===== config.mk =====
export PLATFORM = sky130hd
export DESIGN_NAME = key_bit_sampler
export DESIGN_NICKNAME = d
export VERILOG_FILES = /design/src/rtl/key_sampler_pkg.sv /design/src/rtl/key_bit_sampler_sync2.sv /design/src/rtl/key_bit_sampler.sv
export SDC_FILE = /design/constraint.sdc
export NUM_CORES = 1
export LEC_CHECK = 0
export CAP_MARGIN = 20
export CORE_MARGIN = 5
export CORE_UTILIZATION = 56
export DETAILED_ROUTE_END_ITERATION = 10
export DONT_BUFFER_PORTS = 1
export GPL_TIMING_DRIVEN = 0
export PLACE_DENSITY = 0.85
export SLEW_MARGIN = 20
export SYNTH_ARGS = -nofsm -noshare
export SYNTH_HDL_FRONTEND = slang
export SYNTH_HIERARCHICAL = 1
export SYNTH_SLANG_ARGS = --single-unit

===== constraint.sdc =====
create_clock -name clock -period 2.2 [get_ports clock]
set_clock_uncertainty 0.1 [all_clocks]
set_input_delay 0.33 -clock clock [delete_from_list [all_inputs] [get_ports clock]]
set_output_delay 0.33 -clock clock [all_outputs]
set_load 0.005 [all_outputs]

===== src/rtl/key_sampler_pkg.sv =====
// Shared types and constants for the key_bit_sampler input conditioner.
package key_sampler_pkg;

  // Debounce FSM states; encodings are visible on the sampler_state debug port.
  typedef enum logic [1:0] {
    IDLE         = 2'b00,
    PRESS_WAIT   = 2'b01,
    PRESSED      = 2'b11,
    RELEASE_WAIT = 2'b10
  } sampler_state_t;

  // Width of the wrapping press counter.
  localparam int unsigned PRESS_COUNT_W = 6;

endpackage


===== src/rtl/key_bit_sampler_sync2.sv =====
// sync2: 1-bit two-flop synchroniser with synchronous reset to RST_VAL.
module sync2 #(
  parameter logic RST_VAL = 1'b0
) (
  input  logic clock,
  input  logic reset,
  input  logic d,
  output logic q
);

  logic meta;

  // Two back-to-back flops to resolve metastability of the asynchronous input.
  always_ff @(posedge clock) begin
    if (reset) begin
      meta <= RST_VAL;
      q    <= RST_VAL;
    end else begin
      meta <= d;
      q    <= meta;
    end
  end

endmodule


===== src/rtl/key_bit_sampler.sv =====
// key_bit_sampler: synchronises key1/switch0, debounces key1 and emits one
// bit_valid strobe per accepted press carrying the synchronised switch value.
// Also keeps a wrapping press counter and a shift history of accepted bits.
// Optional macro SAMPLER_KEY_ACTIVE_LOW_EN: key1=0 means pressed.
module key_bit_sampler
  import key_sampler_pkg::*;
#(
  parameter int unsigned DEBOUNCE_CYCLES = 500000,
  parameter int unsigned HISTORY_BITS    = 8
) (
  input  logic                     clock,
  input  logic                     reset,
  input  logic                     key1,
  input  logic                     switch0,
  output logic                     bit_valid,
  output logic                     bit_value,
  output logic [PRESS_COUNT_W-1:0] press_count,
  output logic [HISTORY_BITS-1:0]  history,
  output logic [1:0]               sampler_state
);

  localparam int unsigned          CNT_W   = $clog2(DEBOUNCE_CYCLES + 1);
  localparam logic [CNT_W-1:0]     CNT_MAX = CNT_W'(DEBOUNCE_CYCLES);

  logic key_sync;
  logic key_s;
  logic sw_s;

`ifdef SAMPLER_KEY_ACTIVE_LOW_EN
  // Key synchroniser resets to the released level (1) so that the inverted
  // key_s does not look like a press for the two cycles after reset.
  sync2 #(.RST_VAL(1'b1)) u_key_sync (
    .clock (clock),
    .reset (reset),
    .d     (key1),
    .q     (key_sync)
  );
  assign key_s = ~key_sync;
`else
  sync2 #(.RST_VAL(1'b0)) u_key_sync (
    .clock (clock),
    .reset (reset),
    .d     (key1),
    .q     (key_sync)
  );
  assign key_s = key_sync;
`endif

  sync2 #(.RST_VAL(1'b0)) u_sw_sync (
    .clock (clock),
    .reset (reset),
    .d     (switch0),
    .q     (sw_s)
  );

  sampler_state_t           state,     state_d;
  logic [CNT_W-1:0]         cnt,       cnt_d;
  logic                     valid_d;
  logic                     value_d;
  logic [PRESS_COUNT_W-1:0] count_d;
  logic [HISTORY_BITS-1:0]  history_d;
  logic [HISTORY_BITS-1:0]  history_shifted;

  // Shift-in of the new bit; a 1-bit history simply takes the new bit.
  if (HISTORY_BITS == 1) begin : g_hist_one
    assign history_shifted = sw_s;
  end else begin : g_hist_many
    assign history_shifted = {history[HISTORY_BITS-2:0], sw_s};
  end

  assign sampler_state = state;

  // Debounce next-state logic plus strobe/counter/history updates on acceptance.
  always_comb begin
    state_d   = state;
    cnt_d     = cnt;
    valid_d   = 1'b0;
    value_d   = bit_value;
    count_d   = press_count;
    history_d = history;
    case (state)
      IDLE: begin
        if (key_s) begin
          state_d = PRESS_WAIT;
          cnt_d   = CNT_W'(1);
        end
      end
      PRESS_WAIT: begin
        if (!key_s) begin
          state_d = IDLE;
          cnt_d   = '0;
        end else if (cnt == CNT_MAX) begin
          state_d   = PRESSED;
          valid_d   = 1'b1;
          value_d   = sw_s;
          count_d   = press_count + PRESS_COUNT_W'(1);
          history_d = history_shifted;
        end else begin
          cnt_d = cnt + CNT_W'(1);
        end
      end
      PRESSED: begin
        if (!key_s) begin
          state_d = RELEASE_WAIT;
          cnt_d   = CNT_W'(1);
        end
      end
      RELEASE_WAIT: begin
        if (key_s) begin
          state_d = PRESSED;
        end else if (cnt == CNT_MAX) begin
          state_d = IDLE;
        end else begin
          cnt_d = cnt + CNT_W'(1);
        end
      end
      default: begin
        state_d = IDLE;
        cnt_d   = '0;
      end
    endcase
  end

  // State, counter and output registers with synchronous reset.
  always_ff @(posedge clock) begin
    if (reset) begin
      state       <= IDLE;
      cnt         <= '0;
      bit_valid   <= 1'b0;
      bit_value   <= 1'b0;
      press_count <= '0;
      history     <= '0;
    end else begin
      state       <= state_d;
      cnt         <= cnt_d;
      bit_valid   <= valid_d;
      bit_value   <= value_d;
      press_count <= count_d;
      history     <= history_d;
    end
  end

endmodule

==> impl_metrics.sql <==
INSERT INTO impl_metrics (metric_group, metric, value, unit) VALUES
('yosys', 'synth_simple_gate_area_share', '29.24', '%'),
('yosys', 'synth.area.mux_share', '4.709', '%'),
('global_routing', 'grt_first_pass_wirelength', '7.596', 'mm'),
('worst_setup_path', 'crit_type', 'reg -> reg', ''),
('die', 'rows', '22', ''),
('worst_setup_path', 'worst_ep_arrival_time', '2220', 'ps'),
('clock_network', 'h-tree-depth', '2', ''),
('clock_network', 'clkSlewWorstSetupHoldPaths', '70', 'ps'),
('worst_setup_path', 'rrSetupSlack', '60', 'ps'),
('worst_hold_path', 'hp-start', 'key1', ''),
('worst_setup_path', 'reg2reg_from', 'cnt[2]', ''),
('yosys', 'synth_fp_nets', '250', ''),
('yosys', 'synth.lib_cells_used.distinct', '43', ''),
('power', 'irDropWorstVdd', '0.0003587', 'V'),
('die', 'start_util', '56.73', '%'),
('global_routing', 'fraction_of_met2_tracks_used_by_global_routing', '30.25', '%'),
('clock_network', 'cts_buffers', '5', ''),
('global_routing', 'global_route_overflow', '0', ''),
('yosys', 'largest_family_of_logic_cells_by_synthesized_area', 'simple AND/OR/NAND/NOR gates', ''),
('timing', 'relSlewSlack', '54.43', '%'),
('yosys', 'synth_xor_xnor_area_share', '3.853', '%'),
('cells_and_area', 'finish.net_count', '262', ''),
('yosys', 'synth-seq-cells', '40', ''),
('outcome', 'run_status', 'completed', ''),
('worst_setup_path', 'critPathMaxFanout', '10', ''),
('global_routing', 'top_usage_layer', 'met2', ''),
('place', 'placedCellCount', '287', ''),
('yosys', 'synthFlopType', 'dfxtp_1', ''),
('global_routing', 'grt_util_all_layers', '18.96', '%'),
('worst_setup_path', 'worstSetupStartpointType', 'register', ''),
('worst_setup_path', 'worst_flop_to_flop_path_endpoint', 'sampler_state[1]', ''),
('yosys', 'synth.avg_cell_area', '8.559', 'um2'),
('global_routing', 'grt_use_met1', '22.52', '%'),
('yosys', 'async_reset_ff_share', '0', '%'),
('global_routing', 'antenna_found_initial', '0', ''),
('clock_network', 'cts.sink_count', '40', ''),
('cells_and_area', 'final-instance-count-excl-fill', '299', ''),
('timing', 'timing_max_transition_violations_final', '0', ''),
('yosys', 'synth_fa_ha_area_share', '4.281', '%'),
('power', 'design_power_total', '1.338', 'mW'),
('detailed_routing', 'route.final.wire_length', '4.448', 'mm'),
('timing', 'setup_slack', '62.35', 'ps'),
('power', 'power.leakage', '0.7525', 'nW'),
('clock_network', 'cts-root-buf', 'clkbuf_8', ''),
('place', 'place_ws', '-220.0', 'ps'),
('die', 'fp.dieW', '70.44', 'um'),
('die', 'fp.coreArea', '3606', 'um2'),
('detailed_routing', 'drc', '0', ''),
('timing', 'post-route-min-period', '2138', 'ps'),
('cells_and_area', 'area_delta_synth_final', '10.40', '%'),
('global_routing', 'first_global_vias', '1677', ''),
('clock_network', 'cts_tree', 'done', ''),
('timing', 'tightest_slew', '677.3', 'ps'),
('cells_and_area', 'insertedDiodeCount', '0', ''),
('yosys', 'ys.warnings.count', '6', ''),
('worst_setup_path', 'critPathRequiredTime', '2280', 'ps'),
('detailed_routing', 'detailedRoute.firstIterationViolations', '120', ''),
('global_routing', 'grt_start_max_net_pins', '12', ''),
('run', 'cap_violations', '0', ''),
('yosys', 'synth_compound_area_share', '14.50', '%'),
('yosys', 'postSynthCellCount', '239', ''),
('timing', 'achievable-frequency', '0.4678', 'GHz'),
('timing', 'finalHoldWorstSlack', '66.28', 'ps'),
('place', 'estimated_wirelength_of_the_detail_placed_design', '3.063', 'mm'),
('worst_hold_path', 'hold_end', 'u_key_sync/meta', ''),
('cells_and_area', 'post_route_cells_drive_above_1_share', '14.34', '%'),
('place', 'portBuffers', '0', ''),
('clock_network', 'maximum_buffer_depth_of_the_clock_tree', '2', ''),
('cells_and_area', 'area_occupied_by_multi_input_gates', '1181', 'um2'),
('clock_network', 'worst_skew_pair.late_latency', '300', 'ps'),
('timing', 'timing_hold_violations_final', '0', '');
==> repair_timing <==
item                                   4_1_cts  5_1_grt
setup endpoints to repair                   14       16
endpoints found under the hold margin        4        0
pin swaps                                    2        0
gates resized for setup                      5        9
setup buffers                                4        0
hold buffers                                 1        0
==> routing by layer <==
| metal | up-vias | part of all wire (%) |
|---|---|---|
| met5 | - | 0 |
| met4 | 0 | 2.6 |
| met3 | 14 | 8.3 |
| met2 | 62 | 46 |
| met1 | 838 | 43 |
| li1 | 907 | - |
==> cells in the final DEF, fill, tap and decap left out, types with 9 or more instances in the layout <==
master and instances:
nor2_1 11, nand3_1 23, inv_1 9, a21oi_1 20, nand2_1 9, dfxtp_1 37
nand4_1 11, o21ai_0 16
==> flip-flops by register name, indices dropped and copies added, names as in the netlist <==
register and flops:
bit_valid 1, press_count 6, history 8, cnt 19, u_sw_sync/meta 1, u_key_sync/meta 1, sampler_state 2, u_key_sync/q 1
u_sw_sync/q 1
==> logic make-up (layout without fill, tap and decap cells) <==
| kind of cell | Yosys count | in the layout |
|---|---|---|
| AOI/OAI and AO/OA | 52 | 52 |
| xor gates and xnor gates | 9 | 9 |
| and+or+nand+nor | 102 | 102 |
| DFF | 40 | 40 |
| buffers and inverters | 20 | 32 |
| muxes | 9 | 9 |
| adders and majority gates | 7 | 7 |
==> Yosys cell counts (all sizes together) (2+ instances only) <==
master / number / area [um2]
dfxtp: 40 / 800.8
nand3: 23 / 115.1
a21oi: 22 / 110.1
o21ai: 17 / 85.08
nand4: 11 / 68.82
nor2: 11 / 41.29
inv: 9 / 33.78
nand2: 9 / 33.78
clkbuf: 8 / 30.03
ha: 7 / 87.58
nor4: 7 / 43.79
or3: 6 / 42.54
xor2: 6 / 52.55
and2: 5 / 31.28
mux2: 5 / 56.30
nor2b: 5 / 31.28
nor3: 5 / 30.03
mux2i: 4 / 40.04
o31ai: 4 / 30.03
or4: 4 / 30.03
a31oi: 3 / 18.77
and4: 3 / 27.53
buf: 3 / 23.77
or2: 3 / 18.77
xnor2: 3 / 26.28
and3: 2 / 12.51
nor4b: 2 / 17.52
o211ai: 2 / 15.01
or3b: 2 / 17.52
==> area by class of cell <==
type	count	area share, %
clock buffer	6	3.213
buffer	11	2.604
tap	48	2.659
inverter	9	1.496
multi-input combinational	179	52.30
clock inverter	1	0.2216
timing repair buffer	5	1.773
sequential	40	35.73
==> where the power goes <==
group,switching (mW),total (mW),internal (mW)
Combinational,0.0836,0.135,0.0513
Sequential,0.0105,0.744,0.734
Clock,0.243,0.459,0.215
Total,0.337,1.34,1.00
==> worst max-delay path, cell delays in order, from the launching register on <==
cell and delay, ps:
dfxtp_1 360, nor4b_1 450, nand3_1 160, clkbuf_1 280, o31ai_1 310, mux2_2 350
==> metrics by stage <==
step	TNS (ps)	instance area, um2	util [%]
after floorplan	0	2046	-
after global placement	-2222	2106	58.40
after detailed placement	-2516	2106	58.40
after CTS	0	2231	61.87
after global routing	-38.03	2258	62.63
final	0	2258	62.63
==> worst max path at each step <==
stage	from	endpoint	slack [ps]	cells past startpoint
4_1_cts	sampler_state[0]	cnt[13]	30	7
3_3_place_gp	sampler_state[1]	cnt[10]	-190	7
6_report	cnt[2]	sampler_state[1]	60	5
2_1_floorplan	sampler_state[1]	cnt[0]	130	6
3_5_place_dp	sampler_state[1]	cnt[7]	-220	7
5_1_grt	sampler_state[0]	cnt[11]	-20	7
Note: power is estimated with default switching activity, not from simulation.
